<file path="src/rtl/ula_pkg.sv">
// Shared definitions for the ula integer ALU: opcode map, reserved range,
// compare-result encodings and a small helper for the CMP result.
package ula_pkg;

  localparam int unsigned OPCODE_W          = 4;
  localparam int unsigned DATA_SIZE_DEFAULT = 11;

  typedef logic [OPCODE_W-1:0] opcode_t;

  // Operation select values
  localparam opcode_t OP_ADD  = 4'd0;
  localparam opcode_t OP_SUB  = 4'd1;
  localparam opcode_t OP_MUL  = 4'd2;
  localparam opcode_t OP_DIV  = 4'd3;
  localparam opcode_t OP_AND  = 4'd4;
  localparam opcode_t OP_NAND = 4'd5;
  localparam opcode_t OP_OR   = 4'd6;
  localparam opcode_t OP_XOR  = 4'd7;
  localparam opcode_t OP_CMP  = 4'd8;
  localparam opcode_t OP_NOT  = 4'd9;

  // Opcodes 10..15 are unused and produce a zero result
  localparam opcode_t OP_RSVD_FIRST = 4'd10;
  localparam opcode_t OP_RSVD_LAST  = 4'd15;

  // Compare result as a 2-bit signed code; sign-extending it to the data
  // width yields 0 (equal), 1 (greater) or all ones (less).
  typedef enum logic [1:0] {
    CMP_EQ = 2'b00,
    CMP_GT = 2'b01,
    CMP_LT = 2'b11
  } cmp_res_e;

  // Map an unsigned greater/equal pair onto the compare code
  function automatic cmp_res_e cmp_encode(input logic gt, input logic eq);
    cmp_res_e res;
    if (gt) begin
      res = CMP_GT;
    end else if (eq) begin
      res = CMP_EQ;
    end else begin
      res = CMP_LT;
    end
    return res;
  endfunction

endpackage : ula_pkg

</file>
<file path="src/rtl/ula_div.sv">
// Unsigned combinational restoring divider.
// Ports:
//   dividend       in  W  numerator (unsigned)
//   divisor        in  W  denominator (unsigned)
//   quotient_c     out W  floor(dividend/divisor); all ones when divisor is 0
//   div_by_zero_c  out 1  divisor is zero
// Outputs are combinational; the whole division settles within one cycle.
module ula_div
  import ula_pkg::*;
#(
  parameter int unsigned W = DATA_SIZE_DEFAULT
) (
  input  logic [W-1:0] dividend,
  input  logic [W-1:0] divisor,
  output logic [W-1:0] quotient_c,
  output logic         div_by_zero_c
);

  // Partial remainder is one bit wider so the shifted value never overflows
  logic [W:0] rem;

  // Long division, one quotient bit per dividend bit, MSB first
  always_comb begin
    rem           = '0;
    quotient_c    = '0;
    div_by_zero_c = (divisor == '0);
    for (int i = int'(W) - 1; i >= 0; i--) begin
      rem = {rem[W-1:0], dividend[i]};
      if (rem >= {1'b0, divisor}) begin
        rem           = rem - {1'b0, divisor};
        quotient_c[i] = 1'b1;
      end
    end
    // The loop already yields all ones for a zero divisor; forced for clarity
    if (div_by_zero_c) begin
      quotient_c = '1;
    end
  end

endmodule : ula_div

</file>
<file path="src/rtl/ula.sv">
// Parameterised unsigned integer ALU with a single registered result.
// Ports:
//   clk        in  1          rising-edge clock
//   rst        in  1          synchronous active-high reset, clears out
//   operand_a  in  DATA_SIZE  operand A (unsigned)
//   operand_b  in  DATA_SIZE  operand B (unsigned)
//   opcode     in  4          operation select (see ula_pkg)
//   out        out DATA_SIZE  result of the operation sampled one edge earlier
module ula
  import ula_pkg::*;
#(
  parameter int unsigned DATA_SIZE = DATA_SIZE_DEFAULT
) (
  input  logic                 clk,
  input  logic                 rst,
  input  logic [DATA_SIZE-1:0] operand_a,
  input  logic [DATA_SIZE-1:0] operand_b,
  input  logic [OPCODE_W-1:0]  opcode,
  output logic [DATA_SIZE-1:0] out
);

  localparam int unsigned W = DATA_SIZE;

  logic [W-1:0] quot_c;
  logic         div_zero_c;
  logic         a_nz_c;
  logic         b_nz_c;
  cmp_res_e     cmp_c;
  logic [W-1:0] out_d;
  logic [W-1:0] out_q;

  ula_div #(
    .W (W)
  ) u_div (
    .dividend      (operand_a),
    .divisor       (operand_b),
    .quotient_c    (quot_c),
    .div_by_zero_c (div_zero_c)
  );

  // Operation mux; all arithmetic is evaluated at W bits so carries wrap
  always_comb begin
    out_d  = '0;
    a_nz_c = (operand_a != '0);
    b_nz_c = (operand_b != '0);
    cmp_c  = cmp_encode(operand_a > operand_b, operand_a == operand_b);
    unique case (opcode)
      OP_ADD:  out_d = operand_a + operand_b;
      OP_SUB:  out_d = operand_a - operand_b;
      OP_MUL:  out_d = operand_a * operand_b;
      OP_DIV:  out_d = div_zero_c ? '1 : quot_c;
      OP_AND:  out_d = W'(a_nz_c && b_nz_c);
      OP_NAND: out_d = W'(!(a_nz_c && b_nz_c));
      OP_OR:   out_d = W'(a_nz_c || b_nz_c);
      OP_XOR:  out_d = operand_a ^ operand_b;
      // Sign-extending the 2-bit code gives 0, 1 or all ones
      OP_CMP:  out_d = W'($signed(cmp_c));
      OP_NOT:  out_d = W'(!a_nz_c);
      default: out_d = '0;
    endcase
  end

  // Result register; reset wins over any operation in flight
  always_ff @(posedge clk) begin
    if (rst) begin
      out_q <= '0;
    end else begin
      out_q <= out_d;
    end
  end

  assign out = out_q;

endmodule : ula

</file>
<file path="config.mk">
export PLATFORM = sky130hd
export DESIGN_NAME = ula
export DESIGN_NICKNAME = d
export VERILOG_FILES = /design/src/rtl/ula_pkg.sv /design/src/rtl/ula_div.sv /design/src/rtl/ula.sv
export SDC_FILE = /design/constraint.sdc
export NUM_CORES = 1
export LEC_CHECK = 0
export ABC_AREA = 1
export BUFFER_PORTS_ARGS = -buffer_cell sky130_fd_sc_hd__buf_4
export CORE_ASPECT_RATIO = 1.4
export CORE_MARGIN = 5
export CORE_UTILIZATION = 45
export DETAILED_ROUTE_END_ITERATION = 16
export GPL_ROUTABILITY_DRIVEN = 0
export GPL_TIMING_DRIVEN = 0
export PLACE_DENSITY = 0.59
export RECOVER_POWER = 50
export SLEW_MARGIN = 40
export SYNTH_ARGS = -nofsm -noshare
export SYNTH_HDL_FRONTEND = slang
export SYNTH_SLANG_ARGS = --single-unit
</file>
<file path="constraint.sdc">
create_clock -name clk -period 40.3 [get_ports clk]
set_clock_uncertainty 0.2 [all_clocks]
set_input_delay 10.075 -clock clk [delete_from_list [all_inputs] [get_ports clk]]
set_output_delay 10.075 -clock clk [all_outputs]
set_load 0.01 [all_outputs]
</file>
==> impl_metrics.prom <==
# TYPE chip_impl_metric gauge
chip_impl_metric{name="synth_largest_type_area_fraction",unit="%"} 22.32
chip_impl_metric{name="nFillCells",unit=""} 2241
chip_impl_metric{name="longest_clk_path_bufs",unit=""} 2
chip_impl_metric{name="antenna_violating_nets_post_route",unit=""} 0
chip_impl_info{name="crit_slowest_cell",value="sky130_fd_sc_hd__clkbuf_1"} 1
chip_impl_info{name="synth_flop_cell",value="sky130_fd_sc_hd__dfxtp_1"} 1
chip_impl_metric{name="total_leakage_power",unit="nW"} 5.628
chip_impl_metric{name="critical-path-max-stage-delay",unit="ns"} 0.55
chip_impl_metric{name="synthArstFlopShare",unit="%"} 0
chip_impl_metric{name="grt_overflow_total",unit=""} 0
chip_impl_info{name="area_leader_netlist",value="sky130_fd_sc_hd__ha_1"} 1
chip_impl_metric{name="cts_resized",unit=""} 0
chip_impl_metric{name="power_frac_clock",unit="%"} 3.0
chip_impl_metric{name="number_of_flops_mapped_to_enable_cells_by_yosys",unit=""} 0
chip_impl_metric{name="count_of_input_and_output_buffers",unit=""} 38
chip_impl_metric{name="die-area",unit="sq mm"} 0.02423
chip_impl_metric{name="cts-buffers-inserted",unit=""} 3
chip_impl_metric{name="slew_headroom",unit="%"} 42.28
chip_impl_metric{name="clock_pin_slew_reported_for_the_worst_setup_and_hold_paths_after_clock_tree_synthesis",unit="ns"} 0.05
chip_impl_metric{name="pwr-share-seq",unit="%"} 1.9
chip_impl_metric{name="drc",unit=""} 0
chip_impl_metric{name="power.density_cell_area",unit="mW/mm^2"} 64.42
chip_impl_metric{name="postLayoutSetupSlackWorst",unit="ns"} 7.372
chip_impl_info{name="critical_path_class",value="input pin to flop"} 1
chip_impl_metric{name="seqCellArea",unit="sq um"} 220.2
chip_impl_metric{name="syn_to_final_growth",unit="%"} 7.026
chip_impl_metric{name="timing_max_transition_violations_final",unit=""} 0
chip_impl_metric{name="synthesis.yosys.warnings",unit=""} 0
chip_impl_metric{name="comb_power_share",unit="%"} 95.1
chip_impl_metric{name="max-cap-violations",unit=""} 0
chip_impl_metric{name="critical_path.max_fanout",unit=""} 22
chip_impl_metric{name="final.period_utilization",unit="%"} 81.71
chip_impl_metric{name="netSwitchingPower",unit="mW"} 0.3807
chip_impl_info{name="worst_hold_path_type",value="input pin to flop"} 1
chip_impl_metric{name="grt_max_degree",unit=""} 24
chip_impl_metric{name="post_synth_inst_count",unit=""} 1476
chip_impl_metric{name="placement.setup.worst_slack",unit="ns"} 7.051
chip_impl_info{name="clock_tree_from_tritoncts",value="yes"} 1
chip_impl_metric{name="finalHoldViolations",unit=""} 0
chip_impl_metric{name="dp.final_hpwl",unit="microns"} 23230
chip_impl_metric{name="worst_slew_pin_slew",unit="ns"} 0.8649
chip_impl_info{name="cpMostUsedCell",value="sky130_fd_sc_hd__nand2_1"} 1
chip_impl_metric{name="netlist-cell-type-count",unit=""} 58
chip_impl_metric{name="detail_route.first_pass.iterations",unit=""} 5
chip_impl_metric{name="post_synth.cell_area_avg",unit="sq um"} 6.455
chip_impl_metric{name="drt-total-wl",unit="microns"} 27800
chip_impl_metric{name="wl_per_cell",unit="microns"} 15.62
chip_impl_metric{name="internal_power",unit="mW"} 0.2762
chip_impl_metric{name="antenna_cells",unit=""} 0
chip_impl_metric{name="vdd_ir_drop_max",unit="mV"} 0.07944
chip_impl_metric{name="synth.yosys.seq_area_share",unit="%"} 2.311
chip_impl_metric{name="final_period_minus_worst_setup_slack",unit="ns"} 32.93
chip_impl_metric{name="detail_route.vias_per_cell",unit=""} 5.276
chip_impl_info{name="clock-root-buffer",value="sky130_fd_sc_hd__clkbuf_16"} 1
chip_impl_metric{name="grt_pass1_vias",unit=""} 9429
chip_impl_info{name="rsz_0062_raised_after_global_routing",value="false"} 1
chip_impl_metric{name="die_y",unit="microns"} 182.2
chip_impl_metric{name="synth.ff_latch_count",unit=""} 11
chip_impl_metric{name="vias",unit=""} 9392
chip_impl_metric{name="floorplan.io_pins",unit=""} 39
chip_impl_metric{name="post_cts_buffers",unit=""} 0
chip_impl_metric{name="max_reg_flops",unit=""} 11
chip_impl_metric{name="grt_antenna_before_repair",unit=""} 0
chip_impl_metric{name="cts_hold_buf",unit=""} 0
chip_impl_metric{name="fp.dieW",unit="microns"} 133.0
chip_impl_info{name="critPathCaptureType",value="flop"} 1
chip_impl_metric{name="grt_usage",unit="%"} 23.04
chip_impl_metric{name="final_net_count",unit=""} 1760
chip_impl_metric{name="fp.coreArea",unit="sq mm"} 0.02105
chip_impl_metric{name="setup_viol",unit=""} 0
chip_impl_metric{name="placement_rows",unit=""} 63
chip_impl_metric{name="cp_data_required_time",unit="ns"} 40.21
chip_impl_metric{name="grt_first_pass_wirelength",unit="microns"} 46090
chip_impl_metric{name="ratio_of_cells_with_drive_above_1_in_the_final_layout",unit="%"} 8.816
chip_impl_metric{name="critPathArrivalTime",unit="ns"} 32.84
chip_impl_metric{name="fin_setup_tns",unit="ns"} 0
chip_impl_metric{name="clock_sink_count",unit=""} 11
chip_impl_metric{name="syn-cell-area",unit="sq mm"} 0.009528
chip_impl_metric{name="mappedNetlistNets",unit=""} 1715
chip_impl_info{name="setup_crit_start_kind",value="input pin"} 1
chip_impl_metric{name="h_tree_depth",unit=""} 1
chip_impl_metric{name="start_util",unit="%"} 45.27
chip_impl_metric{name="max_clock_freq",unit="GHz"} 0.03037
chip_impl_metric{name="multi_input_gate_area",unit="sq mm"} 0.008175
chip_impl_metric{name="detailedRoute.firstIterationViolations",unit=""} 531
chip_impl_info{name="status",value="complete, no violations"} 1
chip_impl_info{name="ys_top_cells_by_area",value="sky130_fd_sc_hd__ha_1, sky130_fd_sc_hd__nand2_1, sky130_fd_sc_hd__inv_1, sky130_fd_sc_hd__fa_1, sky130_fd_sc_hd__a21oi_1"} 1
chip_impl_metric{name="netSwitchingFraction",unit="%"} 57.95
[power groups by stage]
stage	sequential (mW)	clock [mW]	combinational, mW
5_1_grt	0.0128	0.0200	0.717
4_1_cts	0.0127	0.0194	0.632
3_5_place_dp	0.0129	0	0.628
2_1_floorplan	0.0134	0	0.501
3_3_place_gp	0.0129	0	0.616
6_report	0.0126	0.0194	0.625
[synth_stat cells, types with 6 or more instances]
cell type,instances
sky130_fd_sc_hd__o21ai_2,7
sky130_fd_sc_hd__nand3_1,64
sky130_fd_sc_hd__nand2_2,21
sky130_fd_sc_hd__fa_1,41
sky130_fd_sc_hd__inv_2,9
sky130_fd_sc_hd__inv_1,241
sky130_fd_sc_hd__xnor2_1,44
sky130_fd_sc_hd__nand2_1,345
sky130_fd_sc_hd__a21oi_2,6
sky130_fd_sc_hd__buf_6,12
sky130_fd_sc_hd__o21ai_0,59
sky130_fd_sc_hd__a21oi_1,107
sky130_fd_sc_hd__clkbuf_1,7
sky130_fd_sc_hd__xor2_1,54
sky130_fd_sc_hd__o21bai_1,16
sky130_fd_sc_hd__nand4_1,20
sky130_fd_sc_hd__dfxtp_1,11
sky130_fd_sc_hd__a21o_1,6
sky130_fd_sc_hd__nand3_4,7
sky130_fd_sc_hd__nor2_1,109
sky130_fd_sc_hd__nor3_1,9
sky130_fd_sc_hd__nand3_2,8
sky130_fd_sc_hd__nor2_2,7
sky130_fd_sc_hd__nor2_4,6
sky130_fd_sc_hd__o21ai_1,25
sky130_fd_sc_hd__ha_1,170
[critical path, delay by kind of cell]
kind                     cells  cell delay, ns
AO/OA/AOI/OAI               46            9.25
adder cells (fa/ha/maj)     11            4.46
buffers and inverters       19            3.60
AND/OR/NAND/NOR             49            5.39
[final cells by class]
type,count,area share [%]
well taps,260,3.190
repair buffers,40,2.491
clock buffers,4,0.7730
inverters,250,9.202
multi-input cells,1190,80.17
plain buffers,25,2.012
flip-flops and latches,11,2.160
[layout by cell type (no fill, tap or decap), types with 6 or more instances in the layout]
master                       n
sky130_fd_sc_hd__a21oi_2     6
sky130_fd_sc_hd__nor2_1    109
sky130_fd_sc_hd__nor3_1      8
sky130_fd_sc_hd__nand2_1   345
sky130_fd_sc_hd__o21ai_0    59
sky130_fd_sc_hd__ha_1      170
sky130_fd_sc_hd__o21bai_1   16
sky130_fd_sc_hd__fa_1       41
sky130_fd_sc_hd__buf_4      31
sky130_fd_sc_hd__inv_1     240
sky130_fd_sc_hd__clkbuf_1   19
sky130_fd_sc_hd__nand3_1    64
sky130_fd_sc_hd__dfxtp_1    11
sky130_fd_sc_hd__buf_6      12
sky130_fd_sc_hd__a21o_1      6
sky130_fd_sc_hd__nor2_4      6
sky130_fd_sc_hd__xnor2_1    44
sky130_fd_sc_hd__o21ai_2     7
sky130_fd_sc_hd__nor2_2      7
sky130_fd_sc_hd__nand2_2    21
sky130_fd_sc_hd__nand3_2     8
sky130_fd_sc_hd__inv_2      10
sky130_fd_sc_hd__nand3_4     7
sky130_fd_sc_hd__xor2_1     54
sky130_fd_sc_hd__o21ai_1    25
sky130_fd_sc_hd__nand4_1    20
sky130_fd_sc_hd__a21oi_1   107
[cell families (layout without fill, tap and decap cells)]
logic type / count (synthesis) / count (layout) / share of synthesized area, %
AND/OR/NAND/NOR: 612 / 612 / 28.98
buffers and inverters: 275 / 319 / 12.00
AO/OA/AOI/OAI: 269 / 269 / 16.76
adder cells (fa/ha/maj): 211 / 211 / 30.94
XOR/XNOR: 98 / 98 / 9.009
flip-flops: 11 / 11 / 2.311
[metal layers]
metal	share of wire, %	track usage [%]	up-vias	wire, microns
met3	3.4	2.068	57	953
li1	-	-	4899	-
met2	50	43.88	178	13970
met5	0	0	-	0
met1	43	26.96	4258	11910
met4	3.5	7.072	0	960
[path summary, 6_finish.rpt]
kind,cells past startpoint,end,from,slack [ns]
max,125,out[0],operand_b[1],7.37
min,3,out[10],rst,9.89
[stage by stage]
step | utilization [%] | area [sq um] | hold WS (ns) | cells | power [mW]
6_report | 48.45 | 10200 | 9.889 | 1780 | 0.6569
3_5_place_dp | 48.27 | 10160 | 10.15 | 1776 | 0.6410
3_3_place_gp | 48.17 | 10140 | 10.14 | 1774 | 0.6290
5_1_grt | 48.45 | 10200 | 9.918 | 1780 | 0.7501
4_1_cts | 48.65 | 10240 | 9.894 | 1780 | 0.6637
2_1_floorplan | - | 9528 | 10.02 | 1476 | 0.5147
Note: power is estimated with default switching activity, not from simulation.
